`config.mk`:
```
export PLATFORM = sky130hd
export DESIGN_NAME = ct_piu_l2pmp_apb_bridge
export DESIGN_NICKNAME = d
export VERILOG_FILES = /design/src/rtl/ct_piu_l2pmp_apb_bridge.sv
export SDC_FILE = /design/constraint.sdc
export NUM_CORES = 1
export LEC_CHECK = 0
export BUFFER_PORTS_ARGS = -buffer_cell sky130_fd_sc_hd__clkbuf_2
export CAP_MARGIN = 20
export CORE_AREA = 2 2 131 133
export DETAILED_ROUTE_END_ITERATION = 8
export DIE_AREA = 0 0 133 135
export GPL_ROUTABILITY_DRIVEN = 0
export GPL_TIMING_DRIVEN = 0
export HOLD_SLACK_MARGIN = 0.02
export RECOVER_POWER = 100
export SYNTH_ARGS = -nofsm -noshare
export SYNTH_HDL_FRONTEND = slang
export SYNTH_SLANG_ARGS = --single-unit
```
`constraint.sdc`:
```
create_clock -name forever_cpuclk -period 4.6 [get_ports forever_cpuclk]
set_input_delay 0.92 -clock forever_cpuclk [delete_from_list [all_inputs] [get_ports forever_cpuclk]]
set_output_delay 0.92 -clock forever_cpuclk [all_outputs]
set_load 0.01 [all_outputs]
```
`src/rtl/ct_piu_l2pmp_apb_bridge.sv`:
```
// Register-request to APB bridge for the PIU L2 PMP slave.
// One transfer in flight; misaligned requests complete with error without touching APB.
module ct_piu_l2pmp_apb_bridge #(
    parameter logic [7:0] TO_CYCLES = 8'd255
) (
    input  logic        forever_cpuclk,
    input  logic        cpurst_b,
    input  logic        req_vld,
    input  logic        req_write,
    input  logic [11:0] req_addr,
    input  logic [31:0] req_wdata,
    output logic        req_rdy,
    output logic        psel_l2pmp_x,
    output logic        penable_l2pmp_x,
    output logic        pwrite_l2pmp_x,
    output logic [11:0] paddr_l2pmp_x,
    output logic [31:0] pwdata_l2pmp_x,
    input  logic        pready_l2pmp_x,
    input  logic        perr_l2pmp_x,
    input  logic [31:0] x_prdata_l2pmp,
    output logic        resp_vld,
    output logic        resp_err,
    output logic [31:0] resp_rdata
);

    typedef enum logic [1:0] {
        IDLE   = 2'd0,
        SETUP  = 2'd1,
        ACCESS = 2'd2,
        RESP   = 2'd3
    } state_e;

    typedef struct packed {
        logic        write;
        logic [11:0] addr;
        logic [31:0] wdata;
    } req_t;

    state_e      state_q, state_d;
    req_t        req_q, req_d;
    logic [7:0]  cnt_q, cnt_d;
    logic        err_q, err_d;
    logic [31:0] rdata_q, rdata_d;

    always_ff @(posedge forever_cpuclk or negedge cpurst_b) begin
        if (!cpurst_b) begin
            state_q <= IDLE;
            req_q   <= '0;
            cnt_q   <= '0;
            err_q   <= 1'b0;
            rdata_q <= '0;
        end else begin
            state_q <= state_d;
            req_q   <= req_d;
            cnt_q   <= cnt_d;
            err_q   <= err_d;
            rdata_q <= rdata_d;
        end
    end

    always_comb begin
        state_d = state_q;
        req_d   = req_q;
        cnt_d   = cnt_q;
        err_d   = err_q;
        rdata_d = rdata_q;
        case (state_q)
            IDLE: begin
                err_d   = 1'b0;
                rdata_d = '0;
                if (req_vld) begin
                    req_d.write = req_write;
                    req_d.addr  = req_addr;
                    req_d.wdata = req_wdata;
                    if (req_addr[1:0] != 2'b00) begin
                        err_d   = 1'b1;
                        state_d = RESP;
                    end else begin
                        state_d = SETUP;
                    end
                end
            end
            SETUP: begin
                cnt_d   = '0;
                state_d = ACCESS;
            end
            ACCESS: begin
                // pready wins over a timeout landing in the same cycle
                if (pready_l2pmp_x) begin
                    err_d   = perr_l2pmp_x;
                    rdata_d = (!req_q.write && !perr_l2pmp_x) ? x_prdata_l2pmp : 32'h0;
                    state_d = RESP;
                end else if (cnt_q == TO_CYCLES) begin
                    err_d   = 1'b1;
                    rdata_d = '0;
                    state_d = RESP;
                end else begin
                    cnt_d = cnt_q + 8'd1;
                end
            end
            RESP: begin
                req_d   = '0;
                err_d   = 1'b0;
                rdata_d = '0;
                state_d = IDLE;
            end
            default: state_d = IDLE;
        endcase
    end

    logic apb_act;
    assign apb_act = (state_q == SETUP) || (state_q == ACCESS);

    assign req_rdy         = (state_q == IDLE) && cpurst_b;
    assign psel_l2pmp_x    = apb_act;
    assign penable_l2pmp_x = (state_q == ACCESS);
    assign pwrite_l2pmp_x  = apb_act && req_q.write;
    assign paddr_l2pmp_x   = apb_act ? req_q.addr  : 12'h0;
    assign pwdata_l2pmp_x  = apb_act ? req_q.wdata : 32'h0;

    assign resp_vld   = (state_q == RESP);
    assign resp_err   = resp_vld && err_q;
    assign resp_rdata = resp_vld ? rdata_q : 32'h0;

endmodule

```
# == Yosys cells after proc, flatten, opt, wreduce, memory -nomap -nowiden ==
# Cells that the tools add are included.
# totals
out_inout_bits,82
regBits,88
# op_classes
n_mux,22
n_eq_ne,8
reduce_logical,19
addsub,1
# op_table
cell,n
32-bit two-way mux,5
45-bit case mux with 2 select lines,1
32-bit case mux with 2 select lines,1
45-bit two-way mux,1
8-bit two-way mux,2
8-bit case mux with 2 select lines,1
12-bit two-way mux,1
8-bit by 1-bit adder with 8-bit output (second input constant),1
8-bit == test (second input constant),1
2-bit two-way mux,4
2-bit case mux with 4 select lines,1
2-bit AND reduction,4
2-bit nonzero test,4
2-bit != test (second input constant),3
2-bit == test (second input constant),2
1-bit logical AND,4
1-bit two-way mux,4
3-bit by 1-bit != test with 1-bit output (second input constant),1
1-bit case mux with 3 select lines,1
3-bit AND reduction,1
3-bit nonzero test,1
2-bit by 1-bit == test with 1-bit output (second input constant),1
1-bit logical NOT,2
2-bit logical NOT,1
other kinds (2),2

# == Longest topological paths before layout ==
# depth
depth_word,5
ltp_mapped,7

# == Worst setup path before layout ==
# No wires, ideal clock.
# synth_path
path_type,reg2out
startpoint,register state_q[0]
endpoint,output port paddr_l2pmp_x[0]
setup_slack_ns,2.176
required_time_ns,3.680
path_stages_with_launch,6
t_arrival_ns,1.504
n_path_buf,2
cell_sequence,dfrtp_1 inv_1 ha_1 clkbuf_1 clkbuf_1 and2_1
# synth_via
elab_chain_cells,3
# synth_rtl
item,line,source
start: declaration,39,"state_e state_q, state_d;"
start signal: assignment,53,state_q <= state_d;
2-bit by 1-bit == test with 1-bit output / 2-bit == test (equally long branches),112,assign apb_act = (state_q == SETUP) || (state_q == ACCESS);
1-bit logical OR *,112,
net psel_l2pmp_x,13,"output logic psel_l2pmp_x,"
12-bit two-way mux *,118,assign paddr_l2pmp_x = apb_act ? req_q.addr : 12'h0;
end: declaration,16,"output logic [11:0] paddr_l2pmp_x,"
# The timed path passes the listed nets; every way through them passes the cells marked *.

# == Worst setup path in the final report ==
# layout_path
startpoint,register state_q[0]
endpoint,output port paddr_l2pmp_x[5]
# layout_via
elab_chain_cells,3
# layout_rtl
item,line
2-bit by 1-bit == test with 1-bit output / 2-bit == test (equally long branches),112
1-bit logical OR *,112
12-bit two-way mux *,118
# Mark *: on every way between the ends. The rest lies on a longest branch, timed or not.

==> impl_metrics.env <==
export IMPL_synth_simple_area_share_pct=17.8
export IMPL_cts_max_level=3
export IMPL_p_seq_share_pct=35.0
export IMPL_cts_root_buf="clkbuf_16"
export IMPL_endpoint_kind="output port"
export IMPL_yosysWarnings=0
export IMPL_cp_start_kind="flip-flop"
export IMPL_clk_latency_ns=0.34
export IMPL_nets=608
export IMPL_fin_crit_ns=3.24
export IMPL_drtIter0Drc=122
export IMPL_cts_sinks=88
export IMPL_initial_core_util_pct=24.7
export IMPL_grt_pass1_wl_um=18200
export IMPL_fillCellCount=1682
export IMPL_ios=164
export IMPL_cts_resized=0
export IMPL_path_max_fanout=10
export IMPL_yosys_top_cells_count="88 x dfrtp_1, 79 x and2_1, 75 x a22o_1, 13 x buf_2, 12 x clkbuf_1"
export IMPL_synth_top_area_share_pct=54.3
export IMPL_post_cts_setup_buffers=0
export IMPL_seqCellArea_um2=2200
export IMPL_slew_headroom_pct=47.9
export IMPL_p_clk_share_pct=25.5
export IMPL_die_y_um=135
export IMPL_clkTransAtPathRegs_ns=0.06
export IMPL_muxShareOfSynthArea_pct=0
export IMPL_synth_cell_type_count=43
export IMPL_syn_nets=433
export IMPL_wire_per_inst_um=15.0
export IMPL_grt_pass1_vias=3506
export IMPL_finalCritPeriodShare_pct=70.5
export IMPL_yosysTopAreaCell="dfrtp_1"
export IMPL_area_growth_pct=33.6
export IMPL_worst_setup_path_type="flip-flop to output port"
export IMPL_portBuffers=163
export IMPL_rows=47
export IMPL_post_dp_hpwl_um=8350
export IMPL_p_switching_w=0.00114
export IMPL_drive_gt1_share_pct=31.7
export IMPL_core_um2=16400
export IMPL_finalSetupViolCount=0
export IMPL_netlist_top_cells_area="dfrtp_1 54%, a22o_1 16%, and2_1 12%, buf_2 1.6%, ha_1 1.5%"
export IMPL_crit_required_ns=3.68
export IMPL_synthFlopType="dfrtp_1"
export IMPL_cap_violations=0
export IMPL_fin_area_um2=5420
export IMPL_async_flop_share_pct=100
export IMPL_synth_avg_cell_area_um2=11.7
export IMPL_ctsHoldBuffers=0
export IMPL_fmax_mhz=308
export IMPL_dieArea_um2=18000
export IMPL_placed_area_um2=5170
export IMPL_min_path_type="flip-flop to flip-flop"
export IMPL_diodes=0
export IMPL_vias=3373
export IMPL_p_leak_nw=2.67
export IMPL_via_per_inst=4.52
export IMPL_synth_top_family_by_area="compound AO/OA/AOI/OAI gates"
export IMPL_synth_compound_area_share_pct=21.9
export IMPL_drtAntennaViolNets=0
export IMPL_grt_use_total_pct=12.8
export IMPL_rsz0062_at_grt="false"
export IMPL_cts_buffers_inserted=9
export IMPL_setup_tns_ns=0
export IMPL_p_comb_share_pct=39.5
export IMPL_synth_fa_ha_area_share_pct=1.54
export IMPL_drc=0
export IMPL_cp_arrival_ns=2.32
export IMPL_ys_ff_latch=88
export IMPL_die_w_um=133
export IMPL_cts_buffer_depth=2
export IMPL_synth_edf_count=0
export IMPL_report_final_hold_viol_count=0
export IMPL_syn_inst=346
export IMPL_tightest_slew_ns=0.776
export IMPL_grt_max_degree=47
export IMPL_outcome="finished, final reports clean"
export IMPL_p_sw_share_pct=37.2
export IMPL_syn_cell_area_um2=4050
export IMPL_cts_tree="yes"
export IMPL_powerDensity_nw_per_um2=567
export IMPL_synth_most_common_cell="dfrtp_1"
export IMPL_antenna_found_initial=0
export IMPL_multi_input_area_um2=1660
export IMPL_skew_ns=0.00716
export IMPL_drv_slew=0
export IMPL_worst_r2r_setup_slack_ns=2.05
export IMPL_irDropWorstVdd_mv=0.240
export IMPL_wl_um=11200
export IMPL_yosys_area_share_xor_xnor_pct=0
export IMPL_grt_ovfl_total=0
export IMPL_internal_power_w=0.00193
export IMPL_dr_pass1_iters=4
export IMPL_seq_area_frac_synth_pct=54.3
[routing by layer]
metal | vias to the layer above | global-route usage (%) | routed length [um] | share of wire, %
li1 | 1608 | - | - | -
met1 | 1621 | 15.8 | 4930 | 44
met2 | 131 | 20.9 | 5240 | 47
met3 | 13 | 4.47 | 842 | 7.5
met4 | 0 | 4.24 | 166 | 1.5
met5 | - | 0 | 0 | 0
[state kept, by name, summed over array words and instances, names as in the netlist]
name / flops
req_q: 45
rdata_q: 32
cnt_q: 8
err_q: 1
state_q: 2
[power groups by stage]
stage | combinational, W | clock, W | sequential (W)
floorplan | 0.000841 | 0 | 0.00105
global placement | 0.00126 | 0 | 0.00108
detailed placement | 0.00129 | 0 | 0.00108
CTS | 0.00130 | 0.000814 | 0.00107
global route | 0.00136 | 0.000850 | 0.00110
finish | 0.00121 | 0.000784 | 0.00107
[worst paths after layout]
check	from	end	depth (start not counted)
worst max-delay path	state_q[0]	paddr_l2pmp_x[5]	6
worst min-delay path	req_q[30]	req_q[30]	1
worst max register to register	state_q[0]	rdata_q[16]	7
worst min register to register	req_q[30]	req_q[30]	1
max in group asynchronous	cpurst_b	req_q[36]	2
min in group asynchronous	cpurst_b	rdata_q[26]	1
[area by class of cell]
class                      count  share of cell area [%]
sequential                    88                    40.6
buffer                        29                    2.36
clock buffer                  13                    4.62
tap                          220                    5.08
inverter                       6                   0.416
clock inverter                 3                    1.20
timing repair buffer         164                    15.0
multi-input combinational    223                    30.7
[critical path, stage by stage (launching register included)]
cell,delay [ns]
dfrtp_1,0.41
inv_1,0.08
ha_1,0.35
clkbuf_1,0.40
clkbuf_1,0.36
and2_0,0.22
clkbuf_2,0.15
[logic make-up after synthesis]
family	count (synthesis)
DFF	88
and+or+nand+nor	115
buffers and inverters	35
adders and majority gates	5
AOI/OAI and AO/OA	103
[cell usage in the layout (no fill, tap or decap), types with 5 or more instances in the layout]
master / instances
clkbuf_2: 136
dfrtp_1: 88
a22o_1: 75
and2_0: 56
clkbuf_1: 48
and2_1: 23
buf_2: 9
clkbuf_16: 9
nand2_1: 8
inv_1: 6
nand2b_1: 6
ha_1: 5
[metrics by stage]
step	cells	setup slack, ns	utilization (%)	hold slack [ns]	power [W]
6_report	746	1.36	33.0	0.498	0.00307
5_1_grt	746	1.11	33.0	0.515	0.00331
4_1_cts	746	1.27	33.5	0.502	0.00318
3_5_place_dp	730	1.51	31.5	0.484	0.00238
3_3_place_gp	729	0.587	31.4	0.480	0.00234
2_1_floorplan	346	2.18	-	0.465	0.00189
Note: power is estimated with default switching activity, not from simulation.
